**config.mk**
```make
export PLATFORM = sky130hd
export DESIGN_NAME = ram_arbiter
export DESIGN_NICKNAME = d
export VERILOG_FILES = /design/src/rtl/ram_arbiter.sv
export SDC_FILE = /design/constraint.sdc
export NUM_CORES = 1
export LEC_CHECK = 0
export CAP_MARGIN = 5
export CORE_ASPECT_RATIO = 0.8
export CORE_MARGIN = 3
export CORE_UTILIZATION = 29
export DETAILED_ROUTE_END_ITERATION = 8
export PLACE_DENSITY = 0.81
export SLEW_MARGIN = 20
export SYNTH_ARGS = -nofsm -noshare
export SYNTH_HDL_FRONTEND = slang
export SYNTH_SLANG_ARGS = --single-unit
export TNS_END_PERCENT = 1
```
**constraint.sdc**
```tcl
create_clock -name clk -period 1.88 [get_ports clk]
set_input_delay 0.376 -clock clk [delete_from_list [all_inputs] [get_ports clk]]
set_output_delay 0.376 -clock clk [all_outputs]
set_load 0.05 [all_outputs]
```
**src/rtl/ram_arbiter.sv**
```systemverilog
// Single-port RAM arbiter between the CPU datapath and the host loader/debug port.
// CPU has priority; the host gets a forced slot after STARVE_LIMIT blocked cycles, or exclusive ownership via host_lock.
module ram_arbiter #(
   parameter int AW           = 8,
   parameter int DW           = 8,
   parameter int STARVE_LIMIT = 4
) (
   input  logic          clk,
   input  logic          rst,
   input  logic          cpu_req,
   input  logic          cpu_we,
   input  logic [AW-1:0] cpu_addr,
   input  logic [DW-1:0] cpu_wdata,
   output logic          cpu_gnt,
   output logic          cpu_stall,
   output logic          cpu_rvalid,
   output logic [DW-1:0] cpu_rdata,
   input  logic          host_req,
   input  logic          host_we,
   input  logic [AW-1:0] host_addr,
   input  logic [DW-1:0] host_wdata,
   input  logic          host_lock,
   output logic          host_owns,
   output logic          host_gnt,
   output logic          host_rvalid,
   output logic [DW-1:0] host_rdata,
   output logic [AW-1:0] ram_addr,
   output logic [DW-1:0] ram_data_in,
   output logic          ram_rden,
   output logic          ram_wren,
   input  logic [DW-1:0] ram_data_out
);

   localparam logic [1:0] SHARED    = 2'd0;
   localparam logic [1:0] LOCK_WAIT = 2'd1;
   localparam logic [1:0] LOCKED    = 2'd2;

   localparam logic [1:0] OWN_NONE = 2'd0;
   localparam logic [1:0] OWN_CPU  = 2'd1;
   localparam logic [1:0] OWN_HOST = 2'd2;

   localparam logic [3:0] STARVE_MAX = 4'(STARVE_LIMIT - 1);

   logic [1:0] state_q, state_d;
   logic [3:0] starve_cnt_q, starve_cnt_d;
   logic [1:0] rd_owner_q, rd_owner_d;

   // No access is issued while reset is held, so an aborted cycle never touches the RAM.
   always_comb begin
      cpu_gnt  = 1'b0;
      host_gnt = 1'b0;
      if (rst) begin
         case (state_q)
            SHARED: begin
               if (cpu_req && host_req) begin
                  if (starve_cnt_q == STARVE_MAX) host_gnt = 1'b1;
                  else                            cpu_gnt  = 1'b1;
               end else begin
                  cpu_gnt  = cpu_req;
                  host_gnt = host_req;
               end
            end
            default: host_gnt = host_req;
         endcase
      end
   end

   always_comb begin
      ram_addr    = '0;
      ram_data_in = '0;
      ram_rden    = 1'b0;
      ram_wren    = 1'b0;
      if (cpu_gnt) begin
         ram_addr    = cpu_addr;
         ram_data_in = cpu_wdata;
         ram_rden    = ~cpu_we;
         ram_wren    = cpu_we;
      end else if (host_gnt) begin
         ram_addr    = host_addr;
         ram_data_in = host_wdata;
         ram_rden    = ~host_we;
         ram_wren    = host_we;
      end
   end

   always_comb begin
      starve_cnt_d = '0;
      if (host_req && !host_gnt) begin
         starve_cnt_d = (starve_cnt_q == 4'hF) ? starve_cnt_q : starve_cnt_q + 4'd1;
      end

      rd_owner_d = OWN_NONE;
      if (cpu_gnt && !cpu_we)        rd_owner_d = OWN_CPU;
      else if (host_gnt && !host_we) rd_owner_d = OWN_HOST;
   end

   // The lock is only taken once any CPU read already issued has delivered its data.
   always_comb begin
      state_d = state_q;
      case (state_q)
         SHARED: begin
            if (host_lock) state_d = LOCK_WAIT;
         end
         LOCK_WAIT: begin
            if (!host_lock)                 state_d = SHARED;
            else if (rd_owner_q != OWN_CPU) state_d = LOCKED;
         end
         LOCKED: begin
            if (!host_lock) state_d = SHARED;
         end
         default: state_d = SHARED;
      endcase
   end

   always_ff @(posedge clk or negedge rst) begin
      if (!rst) begin
         state_q      <= SHARED;
         starve_cnt_q <= '0;
         rd_owner_q   <= OWN_NONE;
      end else begin
         state_q      <= state_d;
         starve_cnt_q <= starve_cnt_d;
         rd_owner_q   <= rd_owner_d;
      end
   end

   assign cpu_stall   = cpu_req & ~cpu_gnt;
   assign host_owns   = (state_q == LOCKED);
   assign cpu_rvalid  = (rd_owner_q == OWN_CPU);
   assign host_rvalid = (rd_owner_q == OWN_HOST);
   assign cpu_rdata   = cpu_rvalid  ? ram_data_out : '0;
   assign host_rdata  = host_rvalid ? ram_data_out : '0;

endmodule
```
==> summary.md, run 1 <==
| Metric | Value |
|---|---|
| Placer Congestion | `0.727` |
| Asr flop ratio synth | `1.00` |
| Most frequent cells after synthesis | `35 x nand2_1, 18 x o22ai_1, 17 x and2_1, 8 x dfrtp_1, 7 x nor2_1` |
| Yosys warns | `0` |
| Largest cells by area after synthesis | `dfrtp_1 24%, nand2_1 16%, o22ai_1 13%` |
| Die Height | `54.2 microns` |
| Top-count cell post-synth | `nand2_1` |
| Synthesized instance count | `124` |
| Stop err | `Error: detail_place.tcl, 38 bad optional access` |
| Failed at | `detailed placement (3_5_place_dp)` |
| Synth unique cells | `27` |
| Syn_nets | `172` |
| Area leader, netlist | `dfrtp_1` |
| Die width | `66.3 microns` |
| Flops & latches, synth | `8` |
| Seq/Total Area, Yosys | `0.237` |
| Port Buffers | `86` |
| Avg Cell Area, Syn | `6.80 sq um` |
| Num rows | `16` |
| Status | `aborted with a tool error` |
| Main synth FF type | `dfrtp_1` |
| Post-synth top area share | `0.237` |
| Post-Syn Area | `843 sq um` |
| Number of synthesized flops with an enable pin | `0` |
| I/O pin cnt | `87` |
| Initial Utilization | `0.324` |
-- logic make-up after synthesis --
logic type | Yosys count | share of synthesized area
DFF | 8 | 0.237
and+or+nand+nor | 73 | 0.430
adders and majority gates | 1 | 0.0148
AOI/OAI and AO/OA | 29 | 0.236
buffers and inverters | 13 | 0.0816
-- metrics by stage --
stage             cells  setup TNS [ns]  hold WS (ns)
global placement    257           -9.81         0.524
floorplan           124           -1.17        0.0804
==> run 2, diff against run 1 <==
--- a/config.mk
+++ b/config.mk
@@ -6,11 +6,10 @@
 export NUM_CORES = 1
 export LEC_CHECK = 0
 export CAP_MARGIN = 5
-export CORE_ASPECT_RATIO = 0.8
-export CORE_MARGIN = 3
-export CORE_UTILIZATION = 29
+export CORE_AREA = 3 3 64 66
 export DETAILED_ROUTE_END_ITERATION = 8
-export PLACE_DENSITY = 0.81
+export DIE_AREA = 0 0 67 69
+export PLACE_DENSITY_LB_ADDON = 0.15
 export SLEW_MARGIN = 20
 export SYNTH_ARGS = -nofsm -noshare
 export SYNTH_HDL_FRONTEND = slang
==> run 2 against run 1 <==
  * Synthesized area stayed put
  * The flow now finishes, with violations (setup timing)
  * Synthesized cell count stayed put
==> summary.md, run 2 <==
| Metric | Value |
|---|---|
| Area leader, netlist | `dfrtp_1` |
| Post-synth top area share | `0.237` |
| Crit path launch type | `register` |
| Largest net degree at the start of global routing | `18` |
| CTS Hold Bufs | `0` |
| Clk sink count | `8` |
| Worst-Skew Late Latency | `0.23 ns` |
| Sw Share | `0.394` |
| Seq pwr share | `0.144` |
| Post-Syn Area | `843 sq um` |
| Final hold vios | `0` |
| Flops & latches, synth | `8` |
| Number of remaining DRC errors | `0` |
| Top Layer Used | `met4` |
| Initial Utilization | `0.232` |
| Combinational power share | `0.700` |
| Power, Total | `1330 uW` |
| Routed length on met2 | `2.29 mm` |
| Largest cells by area after synthesis | `dfrtp_1 24%, nand2_1 16%, o22ai_1 13%` |
| Commonest non-fill, non-tap cell in the layout | `clkdlybuf4s50_1` |
| Crit path DAT | `1.78 ns` |
| Max clock buf depth | `2` |
| Ant diodes | `0` |
| Metal-1 WL | `1.29 mm` |
| Syn_nets | `172` |
| Synth unique cells | `27` |
| Max Slew Vio Count | `0` |
| Pre-CTS setup slack | `-0.513 ns` |
| Placer Congestion | `0.816` |
| Leakage power | `0.00106 uW` |
| RSZ-0062 raised after global routing | `true` |
| P_int | `803 uW` |
| Largest regs | `starve_cnt_q (4), rd_owner_q (2), state_q (2)` |
| Worst relative slew slack | `0.768` |
| Sw Pwr | `523 uW` |
| Drt total wl | `4.04 mm` |
| Clock transition at path regs | `0.04 ns` |
| Crit Path Category | `register to primary output` |
| Number of synthesized flops with an enable pin | `0` |
| Crit share post-route | `1.14` |
| Pre-antenna DRT Iters | `4` |
| Seq/Total Area, Yosys | `0.237` |
| First-pass GRT wire length | `6.52 mm` |
| Main synth FF type | `dfrtp_1` |
| Core box area | `3630 sq um` |
| Max-cap violations | `0` |
| Asr flop ratio synth | `1.00` |
| CTS tree | `done` |
| Share of cells above drive strength 1 | `0.419` |
| Max VDD drop | `0.333 mV` |
| Clock Power Share | `0.156` |
| Final Critical Period | `2.15 ns` |
| HP Class | `register to register` |
| Post-route ant nets | `0` |
| Skew final | `0.00212 ns` |
| Largest Register | `starve_cnt_q` |
| Yosys warns | `0` |
| Pwr Density | `488 nW/um^2` |
| Initial antenna violation count | `0` |
| PnR worst setup slack | `-0.272 ns` |
| Synthesized instance count | `124` |
| Routed wl met3 | `390 microns` |
| Nets@finish | `279` |
| HPWL after DPL | `3.30 mm` |
| Vias in the first global route | `1394` |
| Root buffer cell | `clkbuf_8` |
| Critical path required time | `1.50 ns` |
| Most frequent cells after synthesis | `35 x nand2_1, 18 x o22ai_1, 17 x and2_1, 8 x dfrtp_1, 7 x nor2_1` |
| Die Height | `69 microns` |
| Number of CTS-inserted buffers | `3` |
| CP Max Fanout | `6` |
| DR vias | `1313` |
| Via/cell ratio | `4.74` |
| Die area | `4620 sq um` |
| WL per Instance | `14.6 microns` |
| Maximum operating frequency | `465 MHz` |
| Die width | `67 microns` |
| GRT overflow | `0` |
| Filler cells | `269` |
| Hold WS | `0.531 ns` |
| Max H-tree Level | `1` |
| Initial DRC Count | `49` |
| Num rows | `22` |
| Max FFs per register | `4` |
| Area growth syn-to-layout | `223%` |
| Overall Global Routing Usage | `0.178` |
| Setup crit end kind | `primary output` |
| Avg Cell Area, Syn | `6.80 sq um` |
| I/O pin cnt | `87` |
| Port Buffers | `86` |
| Leading cell types in the layout, fill and taps excluded | `45 x clkdlybuf4s50_1, 43 x buf_12, 35 x nand2_1` |
| Worst-Margin Slew | `0.347 ns` |
| # setup viols final | `21` |
| Status | `complete, but fails checks` |
| Top-count cell post-synth | `nand2_1` |
| Failing checks | `setup timing` |
## run 2: cell counts after synthesis
No cell type changed its count.
## run 2: kinds of logic after synthesis
kind of cell               Yosys count  synth area share
adders and majority gates            1            0.0148
AOI/OAI and AO/OA                   29             0.236
buffers and inverters               13            0.0816
and+or+nand+nor                     73             0.430
DFF                                  8             0.237
## run 2: final cells by class
class	count	area, sq um	share of cell area
flip-flops and latches	8	200	0.0736
multi-input cells	103	856	0.315
repair buffers	112	1550	0.570
inverters	3	11.3	0.00414
clock buffers	3	41.3	0.0152
well taps	48	60.1	0.0221
## run 2: critical path, stage by stage (launching register included)
cell and delay, ns:
dfrtp_1 0.37, or3b_4 0.41, buf_6 0.14, nor2_4 0.13, buf_12 0.13, buf_12 0.13
o22ai_4 0.08, buf_12 0.15
## run 2: per-layer routing
layer / GRT usage / up-vias
met2: 0.361 / 73
met3: 0.0309 / 6
met5: 0 / -
li1: - / 637
met4: 0.0473 / 0
met1: 0.174 / 597
## run 2: worst paths after layout
path	startpoint	endpoint	slack (ns)	cells after the start
min in group asynchronous	rst	rd_owner_q[1]	0.56	2
max in group asynchronous	rst	starve_cnt_q[3]	1.11	2
worst max register to register	state_q[0]	starve_cnt_q[0]	0.37	4
worst min-delay path	state_q[1]	state_q[0]	0.53	2
worst max-delay path	state_q[0]	ram_data_in[2]	-0.27	7
worst min register to register	state_q[1]	state_q[0]	0.53	2
## run 2: through the flow
stage / std cells / utilization / TNS (ns) / instance area, sq um
floorplan: 124 / - / -1.17 / 1120
global placement: 269 / 0.703 / -10.04 / 2550
detailed placement: 269 / 0.703 / -10.54 / 2550
CTS: 276 / 0.746 / -5.06 / 2710
global route: 277 / 0.749 / -6.25 / 2720
finish: 277 / 0.749 / -5.08 / 2720
## run 2: power by group through the flow
stage | Combinational [uW] | Sequential, uW | Clock (uW)
2_1_floorplan | 450 | 195 | 0
3_3_place_gp | 843 | 192 | 0
3_5_place_dp | 858 | 193 | 0
4_1_cts | 931 | 191 | 213
5_1_grt | 969 | 192 | 218
6_report | 929 | 191 | 207
## run 2: timing repair
action / in CTS / in global routing
gates resized for setup: 11 / 1
setup buffers: 2 / 1
gates cloned: 2 / 0
setup endpoints to repair: 29 / 21
pin swaps: 4 / 2
(Power assumes the default switching activity.)
==> run 3, diff against run 2 <==
--- a/config.mk
+++ b/config.mk
@@ -9,6 +9,7 @@
 export CORE_AREA = 3 3 64 66
 export DETAILED_ROUTE_END_ITERATION = 8
 export DIE_AREA = 0 0 67 69
+export GPL_ROUTABILITY_DRIVEN = 0
 export PLACE_DENSITY_LB_ADDON = 0.15
 export SLEW_MARGIN = 20
 export SYNTH_ARGS = -nofsm -noshare
==> results of run 3 <==
No change in the layout: final DEF, timing and power equal those of run 2.
